## src/rtl/seg7_scan_ctrl.sv

```systemverilog
// seg7_scan_ctrl: time-multiplexed scan controller for a 4-digit 7-segment display.
// A processor writes digit nibbles and a dot mask into shadow registers over a
// small bus window. Once per frame the shadow registers are copied into the active
// registers, so each frame shows one consistent value. Each digit is first blanked
// (anti-ghost) and then shown; the digit order is 0,1,2,3,0,...
//
// Ports:
//   CLK          system clock, rising edge
//   RESETN       asynchronous active-low reset
//   BUS_ADDR     processor bus address
//   BUS_DATA_IN  processor write data
//   BUS_WE       one-cycle qualified write strobe
//   SEG_SELECT   digit index to the decoder (0 = rightmost)
//   BIN_OUT      nibble to the decoder (4'h0 decodes to blank)
//   DOT_OUT      decimal point for the current digit
//   FRAME_TICK   one-cycle pulse in the cycle that ends with the frame commit
module seg7_scan_ctrl #(
  parameter logic [7:0]  BASE_ADDR    = 8'hD0,
  parameter int unsigned REFRESH_DIV  = 50000,
  parameter int unsigned BLANK_CYCLES = 16
) (
  input  logic       CLK,
  input  logic       RESETN,
  input  logic [7:0] BUS_ADDR,
  input  logic [7:0] BUS_DATA_IN,
  input  logic       BUS_WE,
  output logic [1:0] SEG_SELECT,
  output logic [3:0] BIN_OUT,
  output logic       DOT_OUT,
  output logic       FRAME_TICK
);

  // Phase counter must hold the longer of the two phase lengths minus one.
  localparam int unsigned CNT_MAX = (REFRESH_DIV > BLANK_CYCLES) ? REFRESH_DIV : BLANK_CYCLES;
  localparam int unsigned CNT_W   = (CNT_MAX > 1) ? $clog2(CNT_MAX) : 1;

  localparam logic [CNT_W-1:0] SHOW_LAST  = CNT_W'(REFRESH_DIV - 1);
  localparam logic [CNT_W-1:0] BLANK_LAST = CNT_W'(BLANK_CYCLES - 1);
  localparam logic [CNT_W-1:0] CNT_ONE    = CNT_W'(1);

  localparam logic [7:0] ADDR_DIG_LO = BASE_ADDR;
  localparam logic [7:0] ADDR_DIG_HI = BASE_ADDR + 8'd1;
  localparam logic [7:0] ADDR_DOT    = BASE_ADDR + 8'd2;

  localparam logic [1:0] LAST_DIGIT = 2'd3;

  typedef enum logic {
    ST_BLANK = 1'b0,
    ST_SHOW  = 1'b1
  } state_t;

  state_t           state, state_nxt;
  logic [CNT_W-1:0] cnt, cnt_nxt;
  logic [1:0]       idx, idx_nxt;
  logic             commit;

  logic [7:0] shadow_lo, shadow_hi;
  logic [3:0] shadow_dot;
  logic [7:0] active_lo, active_hi;
  logic [3:0] active_dot;

  logic [1:0] seg_c;
  logic [3:0] bin_c;
  logic       dot_c;
  logic       tick_c;

  // Shadow registers: bus writes land here; reset discards anything pending.
  always_ff @(posedge CLK or negedge RESETN) begin
    if (!RESETN) begin
      shadow_lo  <= 8'h00;
      shadow_hi  <= 8'h00;
      shadow_dot <= 4'h0;
    end else if (BUS_WE) begin
      if (BUS_ADDR == ADDR_DIG_LO) shadow_lo  <= BUS_DATA_IN;
      if (BUS_ADDR == ADDR_DIG_HI) shadow_hi  <= BUS_DATA_IN;
      if (BUS_ADDR == ADDR_DOT)    shadow_dot <= BUS_DATA_IN[3:0];
    end
  end

  // Active registers: copied as a set on the commit edge. A write on the same
  // edge is not seen here (non-blocking read of the old shadow value).
  always_ff @(posedge CLK or negedge RESETN) begin
    if (!RESETN) begin
      active_lo  <= 8'h00;
      active_hi  <= 8'h00;
      active_dot <= 4'h0;
    end else if (commit) begin
      active_lo  <= shadow_lo;
      active_hi  <= shadow_hi;
      active_dot <= shadow_dot;
    end
  end

  // State register.
  always_ff @(posedge CLK or negedge RESETN) begin
    if (!RESETN) begin
      state <= ST_BLANK;
      cnt   <= '0;
      idx   <= 2'd0;
    end else begin
      state <= state_nxt;
      cnt   <= cnt_nxt;
      idx   <= idx_nxt;
    end
  end

  // Next-state logic: BLANK then SHOW per digit, commit after the last digit.
  always_comb begin
    state_nxt = state;
    cnt_nxt   = cnt + CNT_ONE;
    idx_nxt   = idx;
    commit    = 1'b0;
    unique case (state)
      ST_BLANK: begin
        if (cnt == BLANK_LAST) begin
          state_nxt = ST_SHOW;
          cnt_nxt   = '0;
        end
      end
      ST_SHOW: begin
        if (cnt == SHOW_LAST) begin
          state_nxt = ST_BLANK;
          cnt_nxt   = '0;
          idx_nxt   = idx + 2'd1;
          commit    = (idx == LAST_DIGIT);
        end
      end
      default: begin
        state_nxt = ST_BLANK;
        cnt_nxt   = '0;
        idx_nxt   = 2'd0;
      end
    endcase
  end

  // Output logic, evaluated on the next state so the registered outputs
  // line up with the state they describe. Active registers never change on
  // a BLANK->SHOW edge, so their current value is the one that will be shown.
  always_comb begin
    seg_c  = idx_nxt;
    bin_c  = 4'h0;
    dot_c  = 1'b0;
    tick_c = 1'b0;
    if (state_nxt == ST_SHOW) begin
      unique case (idx_nxt)
        2'd0:    bin_c = active_lo[3:0];
        2'd1:    bin_c = active_lo[7:4];
        2'd2:    bin_c = active_hi[3:0];
        default: bin_c = active_hi[7:4];
      endcase
      dot_c  = active_dot[idx_nxt];
      tick_c = (idx_nxt == LAST_DIGIT) && (cnt_nxt == SHOW_LAST);
    end
  end

  // Output register.
  always_ff @(posedge CLK or negedge RESETN) begin
    if (!RESETN) begin
      SEG_SELECT <= 2'd0;
      BIN_OUT    <= 4'h0;
      DOT_OUT    <= 1'b0;
      FRAME_TICK <= 1'b0;
    end else begin
      SEG_SELECT <= seg_c;
      BIN_OUT    <= bin_c;
      DOT_OUT    <= dot_c;
      FRAME_TICK <= tick_c;
    end
  end

endmodule

```

## config.mk

```make
export PLATFORM = sky130hd
export DESIGN_NAME = seg7_scan_ctrl
export DESIGN_NICKNAME = d
export VERILOG_FILES = /design/src/rtl/seg7_scan_ctrl.sv
export SDC_FILE = /design/constraint.sdc
export NUM_CORES = 1
export LEC_CHECK = 0
export BUFFER_PORTS_ARGS = -buffer_cell sky130_fd_sc_hd__buf_4
export CAP_MARGIN = 20
export CELL_PAD_IN_SITES_DETAIL_PLACEMENT = 0
export CELL_PAD_IN_SITES_GLOBAL_PLACEMENT = 1
export CORE_UTILIZATION = 35
export DETAILED_ROUTE_END_ITERATION = 16
export PLACE_DENSITY = 0.6
export SYNTH_ARGS = -nofsm -noshare
export SYNTH_HDL_FRONTEND = slang
export SYNTH_SLANG_ARGS = --single-unit
```

## constraint.sdc

```tcl
create_clock -name CLK -period 4.74 [get_ports CLK]
set_input_delay 1.185 -clock CLK [delete_from_list [all_inputs] [get_ports CLK]]
set_output_delay 1.185 -clock CLK [all_outputs]
set_load 0.05 [all_outputs]
```

==> results by group <==
Status
  • Status: completed

Layout
  • Layout fillers: 820
  • Share of cells above drive strength 1: 27.0%
  • Multi-input gate area: 1400 um2
  • Area growth syn-to-layout: 17.5%
  • Final Net Count: 305
  • Diode count: 0
  • Register area: 1630 um2

Global routing
  • First-pass GRT wire length: 10,400 um
  • Maximum number of pins on one net before global-route repair: 66
  • Total gr overflow: 0
  • Antenna violations before repair: 0
  • Vias in the first global route: 2,028
  • Tot GR Track Use: 15.3%

Floorplan
  • Chip height: 96.0 um
  • Die area: 9220 um2
  • Initial Util: 36.9%
  • Rows: 33
  • Die Wd: 96.0 um
  • Core Region: 8380 um2
  • I/O pin count: 27

Critical path
  • CP top delay family: simple AND/OR/NAND/NOR gates
  • Crit-path max cell delay: 670 ps
  • Buf/Inv on CP: 0
  • CP Launch Type: flop
  • Worst Path Arrival: 3100 ps
  • Critical-path top delay cell: nand2_1
  • Worst path cell trace: ha_1, and3_1, nand3_2, nor2_4, nand2_1, mux2_1
  • Crit Path Class: flop to flop
  • Crit path required time: 4960 ps
  • CP Capture Type: flop
  • CP max FO: 20

Clock network
  • Clock transition at path regs: 80 ps
  • Worst-Skew Late Latency: 340 ps
  • CTS Root Cell: clkbuf_8
  • Cts bufs inserted: 9
  • Htree depth: 3
  • Hold_buf cts: 0
  • Clk buf depth: 2
  • CTS tree: built
  • CTS resizes: 0
  • Clk sinks: 65
  • Postcts setup bufs: 0

Synthesis
  • Number of synthesized flops with an enable pin: 0
  • Mapped Cells: 257
  • Mapped Area: 3100 um2
  • Post-Synthesis Net Count: 278
  • Compound-Gate Fraction of Synth Area: 6.79%
  • Adder-cell area share of the yosys netlist: 0.808%
  • Synthesized flop and latch total: 65
  • Largest family of logic cells by synthesized area: multiplexers
  • Top_reg_cell synth: dfrtp_1
  • Post-synthesis mux area share: 17.7%
  • Xor and xnor area share after synthesis: 4.77%
  • Syn_area_per_cell: 12.0 um2
  • Simple-Gate Fraction of Synth Area: 15.1%
  • Ys Warns: 0
  • Seq/Total Area, Yosys: 52.5%
  • Async SR Flop Fraction: 100%
  • Yosys cell types: 49

STA
  • Max-slew violations: 0
  • # setup viols final: 0
  • Worst Skew: 9.91 ps
  • Setup TNS: 0 ps
  • Slew headroom: 36.1%
  • Fmax: 348 MHz
  • Final min period: 2880 ps
  • Least-Margin Pin Slew: 956 ps
  • Fin crit share: 60.7%
  • Worst setup margin: 1860 ps
  • Final hold violations: 0
  • RSZ-0062 raised after global routing: false

Routing
  • Routed Antenna Nets: 0
  • Residual DRC: 0
  • DR iter-0 viols: 78
  • Vias/cell: 5.19
  • Post-Route WL: 6110 um
  • Routed vias: 2,044
  • First-pass DRT Iterations: 4
  • WL per Instance: 15.5 um

Placement
  • GPL Wtd Cong: 0.749
  • Post-DP HPWL: 4210 um
  • Worst Setup Slack post-DPL: 1720 ps
  • Port-buffer cells: 26

Job
  • Max-cap violations: 0

Power and ir drop
  • Peak VDD IR: 183 uV
  • Pwr/cell area: 340 nW/um2
  • Leakage: 1.71 nW
  • Tot Pwr: 1.24 mW

Min path
  • Min-Delay Path Class: flop to flop
Yosys cell counts (3+ instances only):
| cell | count | area [um2] |
|---|---|---|
| nand4_1 | 6 | 37.5 |
| o21ai_0 | 8 | 40.0 |
| mux2_1 | 21 | 236 |
| nand2_1 | 13 | 48.8 |
| inv_1 | 3 | 11.3 |
| nor2b_1 | 6 | 37.5 |
| a211oi_1 | 4 | 30.0 |
| and3_1 | 4 | 25.0 |
| dfrtp_1 | 65 | 1630 |
| a21oi_1 | 8 | 40.0 |
| buf_4 | 3 | 22.5 |
| nor2_1 | 20 | 75.1 |
| xnor2_1 | 6 | 52.6 |
| clkbuf_1 | 5 | 18.8 |
| mux2_2 | 22 | 248 |
| nand2b_1 | 4 | 25.0 |
| xor2_1 | 9 | 78.8 |
| nor3_1 | 3 | 15.0 |
| nand3_1 | 8 | 40.0 |
kinds of logic after synthesis:
kind of cell / count (synthesis)
simple gates: 82
flops: 65
mux: 47
compound gates: 32
xor+xnor: 16
buf+inv: 13
fa+ha+maj: 2
state kept, by name, summed over array words and instances, names as in the netlist, 2 cells and up:
register / cells
cnt: 16
shadow_lo: 8
BIN_OUT: 4
active_dot: 4
active_hi: 8
shadow_hi: 8
SEG_SELECT: 2
active_lo: 8
shadow_dot: 4
worst register-to-register path, delay by kind of cell, from the launching register on:
family                     cells  cell delay (ps)
and+or+nand+nor                4             1560
muxes                          1              560
DFF                            1              420
adders and majority gates      1              220
final timing paths:
path / from / endpoint / slack [ps] / depth (start not counted)
hold reg to reg: shadow_lo[5] / active_lo[5] / 480 / 1
setup / recovery: cnt[0] / active_lo[0] / 1860 / 6
hold / removal: shadow_lo[5] / active_lo[5] / 480 / 1
max in group asynchronous: RESETN / active_hi[0] / 3250 / 1
setup reg to reg: cnt[0] / active_lo[0] / 1860 / 6
min in group asynchronous: RESETN / cnt[0] / 930 / 1
layer usage:
layer | vias up | global-route usage [%] | share of wire [%]
met5 | - | 0 | 0
met4 | 0 | 4.60 | 1.9
met3 | 10 | 4.98 | 2.7
met2 | 32 | 24.9 | 49
met1 | 1029 | 19.2 | 47
li1 | 973 | - | -
cell usage in the layout (no fill, tap or decap), drive strengths merged, types with 2 or more instances in the layout:
cell type  netlist  routed
inv              3       5
a21oi            9       9
or4              3       3
bufinv           0       4
nand2b           4       4
a211oi           4       4
buf              5      26
nor3             4       4
nor2b            6       6
o21ai           10      10
and4             2       2
or3              2       2
clkbuf           5       9
mux4             2       2
nand4            6       6
mux2i            2       2
nor2            23      23
xnor2            6       6
dfrtp           65      65
nand3            9       9
nor4             3       3
nand2           13      13
ha               2       2
mux2            43      43
nor3b            3       3
xor2            10      10
and3             4       4
metrics by stage:
stage / instance area [um2] / instances / util (%) / hold slack, ps
3_5_place_dp: 3360 / 378 / 40.1 / 467
4_1_cts: 3640 / 394 / 43.4 / 488
2_1_floorplan: 3100 / 257 / - / 452
5_1_grt: 3640 / 394 / 43.4 / 503
3_3_place_gp: 3360 / 378 / 40.1 / 462
6_report: 3640 / 394 / 43.4 / 481
final cells by class:
class	count	area share (%)
Clock inverter	7	4.09
Multi-Input combinational cell	179	38.5
Sequential cell	65	44.7
Timing Repair Buffer	26	5.37
Tap cell	105	3.61
Inverter	3	0.310
Clock buffer	9	3.41
power breakdown:
group / total, mW / switching (mW) / internal, mW
combinational: 0.0320 / 0.0163 / 0.0157
sequential: 0.566 / 0.00355 / 0.562
clock: 0.640 / 0.231 / 0.409
No activity file was read; power rests on OpenSTA's default activity.
